File: config.mk
export PLATFORM = sky130hd
export DESIGN_NAME = rmw_counter_arbiter
export DESIGN_NICKNAME = d
export VERILOG_FILES = /design/src/rtl/rmw_counter_arbiter.sv
export SDC_FILE = /design/constraint.sdc
export NUM_CORES = 1
export LEC_CHECK = 0
export CAP_MARGIN = 20
export CORE_MARGIN = 1.5
export CORE_UTILIZATION = 58
export CTS_BUF_LIST = sky130_fd_sc_hd__clkbuf_16
export CTS_CLUSTER_DIAMETER = 30
export CTS_CLUSTER_SIZE = 28
export DETAILED_ROUTE_END_ITERATION = 10
export HOLD_SLACK_MARGIN = 0.05
export PLACE_DENSITY = 0.8
export SKIP_LAST_GASP = 1
export SLEW_MARGIN = 20
export SYNTH_ARGS = -nofsm -noshare
export SYNTH_HDL_FRONTEND = slang
export SYNTH_SLANG_ARGS = --single-unit
export TNS_END_PERCENT = 100
File: constraint.sdc
create_clock -name clk -period 8.3 [get_ports clk]
set_clock_uncertainty 0.2 [all_clocks]
set_input_delay 2.49 -clock clk [delete_from_list [all_inputs] [get_ports clk]]
set_output_delay 2.49 -clock clk [all_outputs]
set_load 0.05 [all_outputs]
File: src/rtl/rmw_counter_arbiter.sv
// Shared 8x32 counter memory with single-cycle read-modify-write.
// Two requesters are round-robin arbitrated. Memory is zero-filled after reset or clear.
module rmw_counter_arbiter (
    input  logic        clk,
    input  logic        reset,
    input  logic        io_clear,
    input  logic        io_req0_valid,
    output logic        io_req0_ready,
    input  logic [2:0]  io_req0_addr,
    input  logic [31:0] io_req0_inc,
    input  logic        io_req1_valid,
    output logic        io_req1_ready,
    input  logic [2:0]  io_req1_addr,
    input  logic [31:0] io_req1_inc,
    output logic        io_resp_valid,
    output logic        io_resp_id,
    output logic [2:0]  io_resp_addr,
    output logic [31:0] io_resp_data,
    output logic        io_busy
);

    typedef enum logic {ST_INIT, ST_RUN} state_t;

    state_t      r_state;
    logic [2:0]  r_idx;
    logic        r_prio;
    logic [31:0] r_mem [8];
    logic        r_resp_valid;
    logic        r_resp_id;
    logic [2:0]  r_resp_addr;
    logic [31:0] r_resp_data;

    logic        w_run;
    logic        w_go0;
    logic        w_go1;
    logic        w_sel;
    logic [2:0]  w_addr;
    logic [31:0] w_inc;
    logic [31:0] w_sum;

    // A requester may go when the other is idle or it holds priority;
    // the two readies are therefore never both granted on contention.
    assign w_run         = (r_state == ST_RUN);
    assign io_req0_ready = w_run && !io_clear && (!io_req1_valid || !r_prio);
    assign io_req1_ready = w_run && !io_clear && (!io_req0_valid ||  r_prio);

    assign w_go0  = io_req0_valid && io_req0_ready;
    assign w_go1  = io_req1_valid && io_req1_ready;
    assign w_sel  = w_go1;
    assign w_addr = w_sel ? io_req1_addr : io_req0_addr;
    assign w_inc  = w_sel ? io_req1_inc  : io_req0_inc;
    assign w_sum  = r_mem[w_addr] + w_inc;

    always_ff @(posedge clk) begin
        if (reset) begin
            r_state      <= ST_INIT;
            r_idx        <= 3'd0;
            r_prio       <= 1'b0;
            r_resp_valid <= 1'b0;
            r_resp_id    <= 1'b0;
            r_resp_addr  <= 3'd0;
            r_resp_data  <= 32'd0;
        end else begin
            r_resp_valid <= 1'b0;
            case (r_state)
                ST_INIT: begin
                    r_mem[r_idx] <= 32'd0;
                    r_idx        <= r_idx + 3'd1;
                    if (r_idx == 3'd7)
                        r_state <= ST_RUN;
                end
                ST_RUN: begin
                    if (io_clear) begin
                        r_state <= ST_INIT;
                        r_idx   <= 3'd0;
                    end else if (w_go0 || w_go1) begin
                        r_mem[w_addr] <= w_sum;
                        r_prio        <= !w_sel;
                        r_resp_valid  <= 1'b1;
                        r_resp_id     <= w_sel;
                        r_resp_addr   <= w_addr;
                        r_resp_data   <= w_sum;
                    end
                end
                default: r_state <= ST_INIT;
            endcase
        end
    end

    assign io_resp_valid = r_resp_valid;
    assign io_resp_id    = r_resp_id;
    assign io_resp_addr  = r_resp_addr;
    assign io_resp_data  = r_resp_data;
    assign io_busy       = (r_state == ST_INIT);

endmodule

# Word-level counts from Yosys, hierarchy flattened
# Memories as Yosys holds them, arrays and structs flattened.
# Index checks and enable logic that the tools add are counted.
[totals]
ram_bits = 256
ff_bits = 42
elab_cells = 47
mem_count = 1
[classes]
reduce_logical = 15
muxes = 18
n_eq_ne = 2
bitwise = 2
addsub = 2
[mem_list]
columns = ["memory", "words", "width", "read_ports", "rd_clocked_by_memory_dff", "write_ports", "line_no", "text"]
rows = [
  ["r_mem", 8, 32, 1, 0, 1, "27", "logic [31:0] r_mem [8];"],
]
[ops]
columns = ["cell", "count"]
rows = [
  ["32-bit two-way mux", 2],
  ["32-bit adder", 1],
  ["32-bit OR reduction", 1],
  ["1-bit two-way mux", 11],
  ["3-bit two-way mux", 3],
  ["3-bit case mux with 2 select lines", 1],
  ["1-bit logical AND", 5],
  ["1-bit zero test", 5],
  ["3-bit by 1-bit adder with 3-bit output (second input constant)", 1],
  ["3-bit equality test (second input constant)", 1],
  ["1-bit logical OR", 3],
  ["3-bit AND reduction", 1],
  ["2-bit != test (second input constant)", 1],
  ["1-bit inverter", 2],
  ["1-bit case mux with 2 select lines", 1],
]

# Logic depth before layout (Yosys ltp)
[depth]
word_depth = 12
ltp_mapped = 21

# Least setup slack after synthesis
# No wires, ideal clock.
[synth_timing]
kind = "input port to flip-flop"
start = "input port io_clear"
end = "memory r_mem[0][18] (data pin)"
path_stages = 19
path_slack_ns = 1.252
arrival_ns = 6.570
path_cell_list = "nand3b_1 -> nor2_1 -> buf_4 -> mux2i_2 -> buf_2 -> buf_1 -> nand3_1 -> nand3_1 -> o21ai_0 -> ha_1 -> fa_1 -> a21oi_2 -> o21ai_1 -> a21oi_2 -> o311a_2 -> o31ai_1 -> or3_1 -> and3_1 -> nor3_1"
[synth_via]
elab_chain_len = 12
word_cells_on_any_way = 18
cone_classes = "add/sub: 1; mux: 8; reduce/logical: 8; memory: 1"
[synth_lines]
columns = ["item", "line_no", "text"]
rows = [
  ["start, declared", "6", "input logic io_clear,"],
  ["branches (longest 11 deep; another with memory 8 x 32 bit)", "-", ""],
  ["32-bit two-way mux (no line) (*)", "-", ""],
  ["end, declared", "27", ""],
]
# Mark *: on every way between the ends.

# Final worst setup path
[layout_timing]
start = "input port io_clear"
end = "memory r_mem[2][18] (data pin)"
# The elaborated chain is that of the path after synthesis.

==> flow_summary.rst <==
.. list-table::
   :header-rows: 1

   * - Metric
     - Value
   * - Run status
     - finished, final reports clean
   * - Worst Hold Path Cells
     - 1
   * - Fin crit share
     - 0.9129
   * - Antenna violations before repair
     - 0
   * - Clock tree from TritonCTS
     - built
   * - Setup repair after global routing missed its margin
     - false
   * - Die Height
     - 155.9 µm
   * - Layout area overhead
     - 26.24%
   * - Antenna Violating Nets Remaining
     - 0
   * - Die extent in x
     - 155.9 µm
   * - Wire length reported by the detailed router
     - 35.90 mm
   * - Average cell area after synthesis
     - around 11 µm²
   * - Clock latency reported for the late side of the worst-skew pair
     - 570 ps
   * - Register-to-register setup slack
     - approximately 2800 ps
   * - Post-cts hold buffer count
     - 0
   * - Critical Path AT
     - 7620 ps
   * - Placed cell area
     - 15,220 µm²
   * - Number of buffers added for setup after CTS
     - 0
   * - Buffers from clock root to sink, at most
     - 3
   * - H-tree level count
     - 2
   * - Count of warnings emitted by yosys
     - 0
   * - Required time reported for the critical path endpoint
     - roughly 8300 ps
   * - Number of cells on the worst reg-to-reg path
     - 17
   * - Register clock-pin slew on the reported worst setup and hold paths
     - 50 ps
   * - Number of enable flip-flop cells after synthesis
     - between 200 and 300
   * - Synthesized instance count
     - around 1,200
   * - Via total after detailed routing
     - between 10,000 and 15,000
   * - Input/output buffers
     - about 110
   * - Number of fill cells
     - 1,414
   * - Placeable core region
     - 22,780 µm²
   * - Leakage power
     - roughly 6.7 nW
   * - Critical-path cell list
     - clkdlybuf4s50_1, nand3b_1, nor2_4, mux2_2, buf_4, nand3_1, nand2_1, o21ai_0, ha_1, fa_1, a21oi_2, o21ai_1, a21oi_2, o311a_2, o31ai_1, or3_1, and3_1, nor3_1
   * - Net Count, Synth
     - 1,316
   * - Maximum number of pins on one net before global-route repair
     - 71
   * - Post-Layout Inst Area
     - about 17,000 µm²
   * - Fraction of final layout cells sized beyond drive strength 1
     - 0.1443
   * - Worst reg2reg path endpoint
     - r_mem[2][18]
   * - Nature of the critical path startpoint
     - primary input
   * - Crit-path most repeated cell
     - a21oi_2
   * - Detailed-placement wirelength estimate
     - 21.57 mm
   * - Critical R2R Launch
     - r_state
   * - Slowest cell on crit path
     - nor3_1
   * - Class of the tightest hold or removal check
     - reg2reg
   * - Accumulated negative setup slack
     - 0 ps
   * - Async SR Flop Fraction
     - 0
   * - # Max-Cap Violations
     - 0
   * - CTS resizes
     - 0
   * - Min Tclk post-route
     - around 7600 ps
   * - Placement row count
     - 55
   * - Post-placement setup slack
     - 239.1 ps
   * - Routability Congestion
     - around 0.89
   * - First-pass iteration count of the detailed router
     - 6
   * - Post-synthesis cell area
     - roughly 14,000 µm²
   * - Count of routing violations after the opening detailed-route iteration
     - roughly 1,300
   * - Transition time at the pin with the least slew margin
     - between 1000 and 1500 ps
   * - Setup-failing EPs final
     - 0
   * - Largest stage delay, worst path
     - 710 ps
   * - Residual DRC
     - 0
   * - Most frequent cells in the layout
     - nand2_1 (298), edfxtp_1 (256), nand3_1 (165)
   * - Hold path startpoint
     - io_resp_data[17]
   * - Hold path endpoint
     - io_resp_data[17]
   * - Startpoint-to-endpoint class of the critical path
     - in2reg
   * - Cell at the root of the clock tree
     - clkbuf_16
   * - First-pass GRT wire length
     - 55.88 mm
   * - Total of flip-flops plus latches after synthesis
     - roughly 300
   * - Maximum frequency from static timing analysis
     - roughly 0.13 GHz
   * - Leading register cell type out of synthesis
     - edfxtp_1
   * - Num CTS Buffers
     - 54
   * - Ratio of total power to cell area
     - about 250 nW/µm²
   * - Leading cell type in the layout, fill and taps excluded
     - nand2_1
   * - WL per Instance
     - ~21 µm
   * - Peak supply drop
     - 181.8 µV
   * - Top-level I/O count
     - 115
   * - Worst Setup Slack, final
     - about 720 ps
   * - Max_slew headroom
     - 0.3130
   * - Seq/Total Area, Yosys
     - 0.6287
   * - Max FO, Critical Path
     - 24
   * - Hold Fails Final Rpt
     - 0
   * - Nets
     - ~1,500
   * - Die Area
     - between 20,000 and 25,000 µm²
   * - Clock tree sinks
     - 298
   * - Congestion Overflow GR
     - 0
   * - Global routing usage summed across all routing layers
     - 0.3022
   * - Number of unique standard cell types used by synthesis
     - 66
   * - Antenna diodes
     - 0
   * - Number of global-route vias before repair
     - slightly above 10,000
   * - Routed via count divided by cell count
     - between 6 and 7
   * - Starting Density
     - 0.5956
   * - Worst setup EP type
     - flop
   * - Number of slew-limit violations in the final report
     - 0
## cell families (layout without fill, tap and decap cells)
family                     after synthesis  in the layout  synth area share
AOI/OAI and AO/OA                      163            163           0.08034
xor gates and xnor gates                26             26           0.01679
and+or+nand+nor                        570            570            0.1849
buffers and inverters                   74            260           0.02278
muxes                                   42             42           0.03459
DFF                                    298            298            0.6287
adders and majority gates               34             34           0.03191
## flip-flops by register name, summed over array words and instances, names as in the netlist
| signal | cells |
|---|---|
| io_resp_data | 32 |
| r_state | 1 |
| r_mem | 256 |
| r_prio | 1 |
| io_resp_id | 1 |
| io_resp_addr | 3 |
| io_resp_valid | 1 |
| r_idx | 3 |
## worst max path at each step
stage                        start      endpoint  slack (ps)  cells past startpoint
after floorplan           io_clear  r_mem[0][18]        1250                     19
after detailed placement  io_clear  r_mem[3][18]         240                     18
after global placement    io_clear  r_mem[3][18]         420                     18
after CTS                 io_clear  r_mem[1][18]         840                     18
final                     io_clear  r_mem[2][18]         720                     18
after global routing      io_clear  r_mem[1][18]         340                     19
## cell type report
cell class / instances / area (µm²) / area share
clock buffers: 55 / 1376 / 0.08037
clock inverters: 47 / 525.5 / 0.03069
inverters: 9 / 33.78 / 0.001973
multi-input cells: 835 / 4816 / 0.2812
flip-flops and latches: 298 / 8528 / 0.4980
well taps: 313 / 391.6 / 0.02287
repair buffers: 149 / 1454 / 0.08490
## critical path, delay by kind of cell
kind	cells	cell delay [ps]
AOI/OAI and AO/OA	6	1010
adders and majority gates	2	780
buffers and inverters	2	780
and+or+nand+nor	7	2200
muxes	1	340
## power breakdown
part | switching [W] | internal [W]
combinational | 0.000246 | 0.000164
clock | 0.000803 | 0.00145
sequential | 0.00000976 | 0.00164
total | 0.00106 | 0.00326
## synthesized netlist by cell type (5+ instances only)
library cell	n	area, µm²
a211oi_1	6	45.04
a21o_1	38	285.3
a21oi_1	24	120.1
and2_1	10	62.56
buf_1	22	82.58
buf_2	9	45.04
clkbuf_1	30	112.6
dfxtp_1	42	840.8
edfxtp_1	256	7687
ha_1	33	412.9
inv_1	9	33.78
mux2_2	33	371.6
mux2i_1	7	70.07
nand2_1	298	1119
nand3_1	165	825.8
nand3b_1	5	37.54
nor2_1	49	183.9
nor3_1	12	60.06
o21ai_0	49	245.2
o21ai_1	6	30.03
xnor2_1	19	166.4
xor2_1	7	61.31
## metrics by stage
step | util | power, W | hold WS (ps) | instances
floorplan | - | 0.001946 | 288.6 | 1207
CTS | 0.7518 | 0.004318 | 250.0 | 1706
global route | 0.7518 | 0.004434 | 257.2 | 1706
global placement | 0.6683 | 0.002065 | 234.0 | 1604
finish | 0.7518 | 0.004316 | 248.9 | 1706
detailed placement | 0.6683 | 0.002077 | 238.2 | 1604
## metal layers
layer,track usage,routed length [µm],vias up,share of wire
met5,0,0,-,0
met4,0.1156,1053,0,0.029
met3,0.05306,3362,92,0.094
met2,0.4933,17560,564,0.49
met1,0.4066,13920,4939,0.39
li1,-,-,4656,-
Power figures use the tool's default switching activity.
